### src/rtl/rbot_moves_pkg.sv
// rbot_moves_pkg: move codes, batch geometry and move-legality helpers shared by the packer and the cube-state updater
package rbot_moves_pkg;
  localparam int MOVE_W = 4;
  localparam int MAX_MOVES = 50;
  localparam logic [3:0] NOP = 4'd0;
  localparam logic [3:0] R   = 4'd2;
  localparam logic [3:0] Ri  = 4'd3;
  localparam logic [3:0] U   = 4'd4;
  localparam logic [3:0] Ui  = 4'd5;
  localparam logic [3:0] F   = 4'd6;
  localparam logic [3:0] Fi  = 4'd7;
  localparam logic [3:0] L   = 4'd8;
  localparam logic [3:0] Li  = 4'd9;
  localparam logic [3:0] B   = 4'd10;
  localparam logic [3:0] Bi  = 4'd11;
  localparam logic [3:0] D   = 4'd12;
  localparam logic [3:0] Di  = 4'd13;
  typedef enum logic [1:0] {FILL, SEND, WAIT} pack_state_t;
  function automatic logic is_legal_move(input logic [3:0] m);
    return m >= 4'd2 && m <= 4'd13;
  endfunction
  function automatic logic is_inverse(input logic [3:0] a, input logic [3:0] b);
    return is_legal_move(a) && is_legal_move(b) && (a ^ b) == 4'd1;
  endfunction
endpackage

### src/rtl/move_batch_packer.sv
// move_batch_packer: packs 4-bit move codes MSB-first into a 50-slot NOP-padded batch for the cube-state updater
// Ports: clock, reset_n (async active-low); move_in/move_valid/move_ready accept handshake; flush sends a partial batch;
//   moves/new_moves_ready/move_count present a batch held until state_updated; busy while sent or awaiting; bad_move sticky.
// Option MOVE_CANCEL_EN: a move that inverts the last packed move clears that slot instead of being appended.
module move_batch_packer
  import rbot_moves_pkg::*;
(
  input  logic                        clock,
  input  logic                        reset_n,
  input  logic [MOVE_W-1:0]           move_in,
  input  logic                        move_valid,
  output logic                        move_ready,
  input  logic                        flush,
  output logic [MAX_MOVES*MOVE_W-1:0] moves,
  output logic                        new_moves_ready,
  input  logic                        state_updated,
  output logic [5:0]                  move_count,
  output logic                        busy,
  output logic                        bad_move
);
  localparam int BW = MAX_MOVES*MOVE_W;
  localparam logic [5:0] FULL = 6'(MAX_MOVES);
  pack_state_t state, state_n;
  logic [BW-1:0] moves_n;
  logic [5:0] count_n, last;
  logic ready_q, bad_n, accept, legal, cancel;
  assign move_ready = ready_q;
  assign new_moves_ready = state == SEND;
  assign busy = state != FILL;
  assign accept = move_valid & ready_q;
  assign legal = is_legal_move(move_in);
  assign last = move_count - 6'd1;
`ifdef MOVE_CANCEL_EN
  logic [BW-1:0] prev_sh;
  assign prev_sh = moves << {last, 2'b00};
  assign cancel = accept & (move_count != 6'd0) & is_inverse(move_in, prev_sh[BW-1 -: MOVE_W]);
`else
  assign cancel = 1'b0;
`endif
  always_comb begin
    state_n = state;
    moves_n = moves;
    count_n = move_count;
    bad_n = bad_move | (accept & move_in != NOP & !legal);
    if (state == FILL) begin
      // slots past move_count are always zero, so an OR places the new code
      if (cancel) begin
        moves_n = moves & ~({4'hF, {(BW-MOVE_W){1'b0}}} >> {last, 2'b00});
        count_n = last;
      end else if (accept & legal) begin
        moves_n = moves | ({move_in, {(BW-MOVE_W){1'b0}}} >> {move_count, 2'b00});
        count_n = move_count + 6'd1;
      end
      state_n = (count_n == FULL || (flush && count_n != 6'd0)) ? SEND : FILL;
    end else if (state == SEND) begin
      state_n = WAIT;
    end else if (state_updated) begin
      state_n = FILL;
      moves_n = '0;
      count_n = '0;
    end
  end
  always_ff @(posedge clock or negedge reset_n)
    if (!reset_n) begin
      state <= FILL;
      moves <= '0;
      move_count <= '0;
      bad_move <= 1'b0;
      ready_q <= 1'b0;
    end else begin
      state <= state_n;
      moves <= moves_n;
      move_count <= count_n;
      bad_move <= bad_n;
      ready_q <= state_n == FILL;
    end
endmodule

### config.mk
export PLATFORM = sky130hd
export DESIGN_NAME = move_batch_packer
export DESIGN_NICKNAME = d
export VERILOG_FILES = /design/src/rtl/rbot_moves_pkg.sv /design/src/rtl/move_batch_packer.sv
export SDC_FILE = /design/constraint.sdc
export NUM_CORES = 1
export LEC_CHECK = 0
export BUFFER_PORTS_ARGS = -buffer_cell sky130_fd_sc_hd__buf_4
export CORE_UTILIZATION = 47
export DETAILED_ROUTE_END_ITERATION = 8
export PLACE_DENSITY = 0.74
export REMOVE_ABC_BUFFERS = 1
export SETUP_SLACK_MARGIN = 0.3
export SYNTH_ARGS = -nofsm -noshare
export SYNTH_HDL_FRONTEND = slang
export SYNTH_SLANG_ARGS = --single-unit
### constraint.sdc
create_clock -name clock -period 1.9 [get_ports clock]
set_input_delay 0.095 -clock clock [delete_from_list [all_inputs] [get_ports clock]]
set_output_delay 0.095 -clock clock [all_outputs]
set_load 0.005 [all_outputs]
**Word-level counts from Yosys, hierarchy flattened**

Index checks and enable logic that the tools add are counted.
Widths: inputs -> output; s select.

- Bits in registers: 210
- Output and inout bits: 210
- Logic and storage cells: 44

- Add/sub/neg operators: 1
- Magnitude comparators: 2
- Eq/ne operators: 4
- Shifts and indexed selects: 1
- Multiplexer cells: 13
- Bitwise operators: 6
- Reductions and logical operators: 12

Operator list:

| operator | count |
|---|---|
| $mux 200 | 4 |
| $or 200x200->200 | 1 |
| $shr 200x8->200 | 1 |
| $mux 6 | 5 |
| $add 6x1->6 const B | 1 |
| $eq 6x6->1 const B | 1 |
| $mux 2 | 3 |
| $reduce_bool 6->1 | 1 |
| $and 1x1->1 | 4 |
| $ge 4x2->1 const B | 1 |
| $le 4x4->1 const B | 1 |
| $logic_not 2->1 | 2 |
| $ne 2x1->1 const B | 2 |
| $reduce_bool 2->1 | 2 |
| $reduce_bool 4->1 | 1 |
| $reduce_and 3->1 | 1 |
| $eq 2x1->1 const B | 1 |
| $logic_and 1x1->1 | 2 |
| $reduce_and 2->1 | 1 |
| $logic_not 1->1 | 1 |
| $logic_or 1x1->1 | 1 |
| $mux 1 | 1 |
| $or 1x1->1 | 1 |

**Longest topological paths before layout**

Gate-level depths: netlist of the first run.

- Word-level depth: 11
- Depth in mapped cells: 8

**Least setup slack after synthesis of the first run**

OpenSTA, ideal clock, no wires.

- Kind: register to register
- From: register move_count[1]
- To: register ready_q (netlist: move_ready)
- Setup time: 0.129 ns
- Data arrival time: 1.728 ns
- Data required time: 1.771 ns
- Slack: 0.043 ns
- Stages on the path, launching flop included: 8
- Path buffers: 1
- Period minus slack after synthesis: 1.857 ns
- Cells stage by stage: dfrtp_1 > ha_1 > clkbuf_1 > or3_1 > a21oi_1 > o211ai_1 > a32oi_1 > o41a_1

- Word-level cells in the longest chain between the ends: 9
- Elaborated cells on any way between the ends: 10
- Classes of those cells: add/sub: 1; eq/ne: 1; mux: 4; reduce/logical: 4

RTL lines:

| element | RTL line | RTL |
|---|---|---|
| start: declaration | move_batch_packer.sv:17 | `output logic [5:0] move_count,` |
| start signal: assignment | move_batch_packer.sv:73 | `move_count <= count_n;` |
| $add 6x1->6 | move_batch_packer.sv:52 | `count_n = move_count + 6'd1;` |
| $mux 6 (*) | move_batch_packer.sv:50 | `end else if (accept & legal) begin` |
| $mux 6 (*) | move_batch_packer.sv:45 | `if (state == FILL) begin` |
| $reduce_bool 6->1 | move_batch_packer.sv:54 | `state_n = (count_n == FULL \|\| (flush && count_n != 6'd0)) ? SEND : FILL;` |
| $logic_and 1x1->1 | move_batch_packer.sv:54 |  |
| $logic_or 1x1->1 (*) | move_batch_packer.sv:54 |  |
| $mux 1 (*) | move_batch_packer.sv:54 |  |
| $mux 2 (*) | move_batch_packer.sv:45 |  |
| $logic_not 2->1 (*) | move_batch_packer.sv:75 | `ready_q <= state_n == FILL;` |
| end signal: assignment | move_batch_packer.sv:69 | `ready_q <= 1'b0;` |
| end signal: assignment | move_batch_packer.sv:75 |  |
| end: declaration | move_batch_packer.sv:26 | `logic ready_q, bad_n, accept, legal, cancel;` |

Mark *: on every way between the ends. The rest lies on a longest branch, timed or not. The select of a mux whose other input is x is not followed.
A chain may end at the register's enable or synchronous reset.

**Worst setup path in the final report of the first run**

- From: register ready_q (netlist: move_ready)
- To: register moves[9]

- Word-level cells in the longest chain between the ends: 4

RTL lines:

| element | RTL line | RTL |
|---|---|---|
| $and 1x1->1 | move_batch_packer.sv:30 | `assign accept = move_valid & ready_q;` |
| $and 1x1->1 | move_batch_packer.sv:50 |  |
| $ne 2x1->1 (no source line) | n/a |  |
| $reduce_and 3->1 (no source line) | n/a |  |
| end signal: assignment | move_batch_packer.sv:72 | `moves <= moves_n;` |
| end: declaration | move_batch_packer.sv:14 | `output logic [MAX_MOVES*MOVE_W-1:0] moves,` |

Every way passes these cells.

==> results of run 1 <==
-- routing by layer --
layer | vias up | wire length [µm] | share of wire
met4 | 0 | 868 | 0.031
met5 | - | 0 | 0
li1 | 3317 | - | -
met3 | 68 | 2171 | 0.077
met1 | 3837 | 11490 | 0.41
met2 | 371 | 13780 | 0.49
-- worst max path at each step --
stage | slack, ns | end | cells after the start | from
after global placement | -0.04 | moves[138]$_DFFE_PN0P_ | 6 | move_ready$_DFF_PN0_
after CTS | 0.13 | moves[65]$_DFFE_PN0P_ | 8 | move_count[2]$_DFFE_PN0P_
final | 0.04 | moves[9]$_DFFE_PN0P_ | 8 | move_ready$_DFF_PN0_
after detailed placement | -0.08 | moves[138]$_DFFE_PN0P_ | 6 | move_ready$_DFF_PN0_
after floorplan | -4.83 | moves[127]$_DFFE_PN0P_ | 5 | state[1]$_DFF_PN0_
after global routing | -0.004 | moves[165]$_DFFE_PN0P_ | 8 | state[0]$_DFF_PN0_
-- synthesized netlist by cell type (5+ instances only) --
cell      instances  area, µm²
dfrtp_1         210       5255
nor2_1          200      750.7
a21oi_1         165      825.8
clkbuf_1         49      183.9
a31oi_1          33      206.5
nand2_1          30      112.6
and2_1           16      100.1
o21ai_0          13      65.06
and3_1           10      62.56
buf_2            10      50.05
nor4_1            8      50.05
nand3_1           5      25.02
-- power groups by stage --
stage | Combinational [mW] | Sequential (mW) | Clock, mW
after floorplan | 1.07 | 4.87 | 0
after global placement | 2.40 | 4.83 | 0
after detailed placement | 2.42 | 4.83 | 0
after CTS | 2.77 | 4.76 | 4.58
after global routing | 3.47 | 4.79 | 4.78
final | 3.29 | 4.77 | 4.55
-- kinds of logic (layout without fill, tap and decap cells) --
| kind of cell | Yosys count | after routing | synth area share |
|---|---|---|---|
| adders and majority gates | 1 | 1 | 0.001529 |
| buffers and inverters | 65 | 356 | 0.03364 |
| DFF | 210 | 210 | 0.6422 |
| AOI/OAI and AO/OA | 226 | 226 | 0.1515 |
| and+or+nand+nor | 304 | 304 | 0.1711 |
-- metrics by stage --
step	util	total power, mW	instance area [µm²]	setup TNS, ns	setup WS, ns
after CTS	0.6956	12.11	11700	0	0.1340
after global routing	0.7389	13.05	12430	-0.003830	-0.003830
after floorplan	-	5.943	7915	-840.35	-4.827
final	0.7389	12.62	12430	0	0.04045
after detailed placement	0.6157	7.252	10350	-1.882	-0.07697
after global placement	0.6157	7.229	10350	-0.1148	-0.04129
-- state kept, by name, indices dropped and copies added, names as in the netlist --
| register | flops |
|---|---|
| move_ready | 1 |
| moves | 200 |
| state | 2 |
| bad_move | 1 |
| move_count | 6 |
-- cell type report --
class	count	area share
repair buffers	313	0.2178
multi-input cells	531	0.2731
clock buffers	35	0.05799
inverters	2	0.0008055
well taps	220	0.02215
clock inverters	6	0.005236
flip-flops and latches	210	0.4230
-- critical path, cell delays in order, from the launching register on --
cell and delay, ns:
dfrtp_1 0.42, and2_4 0.20, a41oi_4 0.33, buf_6 0.19, nor2b_4 0.05, buf_6 0.13, buf_6 0.13, a31oi_1 0.19
nor2_1 0.07
-- timing repair --
action | in CTS | in global routing
endpoints found under the setup margin | 202 | 204
pin swaps | 59 | 76
cloned | 2 | 4
hold endpoints to repair | 54 | 1
buffers inserted | 21 | 11
hold buffers | 3 | 1
gates resized for setup | 74 | 120
==> run_results.csv, run 1 <==
group,metric,value,unit
outcome,status,"finished clean",
floorplan,pin_count,219,
finish,drive_above_1_share,0.4394,
power_and_ir_drop,switching_share,0.3167,
yosys,synth_seq_cells,210,
finish,register_area,5256,µm²
floorplan,die-height,134.0,µm
power_and_ir_drop,internal_power,8.621,mW
critical_path,worstSetupPathType,"flop to flop",
power_and_ir_drop,pwr-share-comb,0.261,
min_path,hold_path_end,"move_count[1]$_DFFE_PN0P_",
clocking,htree_levels,1,
global_routing,grtUsageMet3,0.06387,
sta,hold_slack,0.08192,ns
critical_path,cp_data_arrival_time,2.20,ns
clocking,root_buffer,"clkbuf_16",
clocking,cts_tree,"built",
power_and_ir_drop,p_seq_frac,0.378,
route,wl_per_cell,21.49,µm
global_routing,grt_max_degree,194,
clocking,clockBufferDepth,3,
min_path,hp-class,"primary input to flop",
clocking,clock_latency,0.50,ns
critical_path,cp-end-kind,"flop",
yosys,seq_area_frac_synth,0.6422,
global_routing,busiest_layer,"met2",
placement,gp_congestion,0.8851,
critical_path,ff2ff_setup_slack,0.04,ns
critical_path,startpoint_type,"flop",
route,vias,7593,
placement,hpwl,16.14,mm
yosys,synth-edff-count,0,
route,remaining_drc_errors,0,
floorplan,core_area,16820,µm²
route,ant_nets,0,
floorplan,dieArea,17940,µm²
floorplan,initial_core_util,0.4865,
min_path,hold_depth,4,
finish,nNetsFinal,1091,
critical_path,reg2reg_to,"moves[9]$_DFFE_PN0P_",
global_routing,grt_first_pass_wirelength,40.54,mm
yosys,yosysWarnings,0,
sta,final_max_slew_viol_count,0,
power_and_ir_drop,power_density,1015,nW/µm²
finish,instances_no_fill,1317,
clocking,cts_buffers,23,
placement,dp_cells,1234,
finish,final_cell_mix,"268 x buf_4, 209 x dfrtp_1, 195 x nor2_1",
flow_run,cap_violations,0,
power_and_ir_drop,peakVddDrop,1166,µV
clocking,path_clk_slew,0.06,ns
sta,fmax,537.8,MHz
global_routing,grt-ovfl-total,0,
sta,min_period,1.860,ns
yosys,netlist_area,8183,µm²
global_routing,grt_pass1_vias,7073,
finish,n_fill_cell,1151,
sta,rsz0062_at_grt,"true",
sta,finalSetupViolCount,0,
power_and_ir_drop,switching_power,3.995,mW
sta,skew,0.01154,ns
sta,hold_viol_final,0,
finish,final_common_cell,"buf_4",
critical_path,crit_fanout,5,
yosys,syn_inst,806,
clocking,clkSinkCount,210,
yosys,yosysUniqueCellTypes,49,
placement,portBuffers,218,
yosys,syn_area_per_cell,10.15,µm²
global_routing,track_usage,0.2931,
finish,syn2layout_area_growth,51.87,%
critical_path,reg2reg_depth,8,
min_path,hold_start,"state_updated",
yosys,synth_flop_cell,"dfrtp_1",
route,initialDrtViolationCount,699,
floorplan,rows,47,
route,drt-pass1-iter-count,6,
sta,period_share,0.9787,
finish,diodes,0,
power_and_ir_drop,p_leak,6.284,nW
yosys,synth_async_sr_flop_share,1.000,
global_routing,gr-usage-met1,0.4085,
critical_path,crit_required,2.25,ns
sta,tightest_slew,0.8509,ns
critical_path,timing.rr.start,"move_ready$_DFF_PN0_",
power_and_ir_drop,power_frac_clock,0.361,
route,viasPerCell,5.765,
floorplan,die_x,134.0,µm
route,wirelength,28.30,mm
finish,multiInputGateArea,3393,µm²
global_routing,antenna_found_initial,0,
global_routing,use_met2,0.4505,
sta,timing.slew.headroom,0.4328,
(Power assumes the default switching activity.)
==> inputs of run 2 (changes only) <==
Settings changed: CELL_PAD_IN_SITES_DETAIL_PLACEMENT set to 0, CELL_PAD_IN_SITES_GLOBAL_PLACEMENT set to 1, CORE_UTILIZATION 47 to 36, PLACE_DENSITY 0.74 to 0.75, SKIP_CTS_REPAIR_TIMING set to 1.
==> run 2 against run 1 <==
The run now ends with DRC left. Worst hold slack lost 0.063 ns. Non-clock buffer count fell by 3. Clock skew is 0.0022 ns lower. Global-route usage shrank 6.6 points. Routed wire length decreased by 3.1%. Clock power fell by 6.4%. Register-to-register slack worse by 0.02 ns. Sequential share of layout area up 1.5 points.
==> run_results.csv, run 2 (synthesis gave the netlist of run 1 again) <==
group,metric,value,unit
finish,n_fill_cell,2017,
floorplan,pin_count,219,
sta,fmax,531.4,MHz
placement,portBuffers,218,
floorplan,dieArea,23340,µm²
global_routing,gr-usage-met1,0.3127,
finish,instances_no_fill,1374,
power_and_ir_drop,p_leak,6.160,nW
sta,tightest_slew,0.9856,ns
global_routing,use_met2,0.3689,
flow_run,cap_violations,0,
route,initialDrtViolationCount,443,
clocking,clock_latency,0.51,ns
sta,rsz0062_at_grt,"true",
min_path,hp-class,"primary input to flop",
sta,min_period,1.882,ns
clocking,clkSinkCount,210,
placement,hpwl,17.33,mm
floorplan,rows,54,
clocking,root_buffer,"clkbuf_16",
route,remaining_drc_errors,10,
global_routing,grtUsageMet3,0.04579,
global_routing,antenna_found_initial,0,
sta,finalSetupViolCount,0,
finish,register_area,5255,µm²
clocking,htree_levels,1,
critical_path,crit_fanout,16,
critical_path,crit_required,2.32,ns
floorplan,die-height,152.8,µm
finish,reg.largest.list,"moves: 200 flops, move_count: 6 flops, state: 2 flops",
floorplan,die_x,152.8,µm
finish,multiInputGateArea,3087,µm²
clocking,path_clk_slew,0.06,ns
finish,nNetsFinal,1088,
finish,syn2layout_area_growth,46.74,%
finish,drive_above_1_share,0.4004,
finish,final_common_cell,"buf_4",
global_routing,grt_first_pass_wirelength,41.10,mm
global_routing,track_usage,0.2273,
critical_path,cp_data_arrival_time,2.30,ns
placement,dp_cells,1303,
placement,gp_congestion,0.9174,
route,drt-pass1-iter-count,6,
outcome,violations,"DRC",
critical_path,worstSetupPathType,"flop to flop",
finish,largest_register,"moves",
global_routing,busiest_layer,"met2",
clocking,cts_buffers,23,
finish,diodes,0,
global_routing,grt-ovfl-total,0,
sta,period_share,0.9904,
critical_path,cp-end-kind,"flop",
outcome,status,"finished with violations",
route,wl_per_cell,19.96,µm
route,wirelength,27.42,mm
finish,largest_reg_flops,200,
global_routing,grt_max_degree,194,
sta,timing.slew.headroom,0.3429,
sta,skew,0.009343,ns
route,ant_nets,0,
finish,final_cell_mix,"278 x buf_4, 210 x dfrtp_1, 196 x nor2_1",
clocking,cts_tree,"built",
route,vias,7137,
power_and_ir_drop,power_density,1022,nW/µm²
global_routing,grt_pass1_vias,6866,
sta,final_max_slew_viol_count,0,
power_and_ir_drop,peakVddDrop,644.7,µV
critical_path,startpoint_type,"flop",
floorplan,core_area,22030,µm²
sta,fin_ws,0.01824,ns
placement,dp_worst_setup_slack,-0.1403,ns
route,viasPerCell,5.194,
clocking,clockBufferDepth,3,
floorplan,initial_core_util,0.3715,
sta,hold_viol_final,0,
==> run 2: final cells by class <==
type	instances	share of cell area
inverter	2	0.0008336
clock buffer	32	0.05575
sequential	210	0.4376
clock inverter	9	0.004272
timing repair buffer	310	0.2153
multi-input combinational	531	0.2571
tap	280	0.02918
==> run 2: metrics by stage <==
step	util	area, µm²	hold WS (ns)	setup TNS, ns	power (mW)
floorplan	-	7915	-0.2006	-840.35	5.943
global placement	0.4767	10500	0.08914	-1.080	7.378
detailed placement	0.4767	10500	0.08788	-2.819	7.399
CTS	0.5094	11220	-0.4526	-3.472	11.68
global route	0.5452	12010	0.03076	-0.5690	12.78
finish	0.5452	12010	0.01916	0	12.27
==> run 2: path summary, 6_finish.rpt <==
check | start | endpoint | slack [ns] | cells after the start
max in group asynchronous | reset_n | moves[121]$_DFFE_PN0P_ | 1.03 | 3
max | state[0]$_DFF_PN0_ | moves[86]$_DFFE_PN0P_ | 0.02 | 9
min in group asynchronous | reset_n | moves[63]$_DFFE_PN0P_ | 0.12 | 2
min reg2reg | moves[7]$_DFFE_PN0P_ | moves[7]$_DFFE_PN0P_ | 0.48 | 2
max reg2reg | state[0]$_DFF_PN0_ | moves[86]$_DFFE_PN0P_ | 0.02 | 9
min | state_updated | move_count[1]$_DFFE_PN0P_ | 0.02 | 4
==> run 2: routing by layer <==
| layer | up-vias | share of wire |
|---|---|---|
| met5 | - | 0 |
| met2 | 248 | 0.48 |
| met4 | 0 | 0.029 |
| met3 | 42 | 0.065 |
| li1 | 3291 | - |
| met1 | 3556 | 0.43 |
==> run 2: report_power, final <==
part	internal (mW)	switching (mW)	leakage, nW	total, mW
logic	1.28	1.98	2.88	3.26
registers	4.64	0.118	2.92	4.75
clock network	2.46	1.80	0.362	4.26
==> run 2: worst max-delay path, cell delays in order (launching register included) <==
cell,delay [ns]
dfrtp_1,0.41
nor2_4,0.13
buf_4,0.12
buf_4,0.11
a41oi_4,0.19
buf_4,0.22
nor3_4,0.22
buf_12,0.19
a21oi_1,0.08
nor2_1,0.11
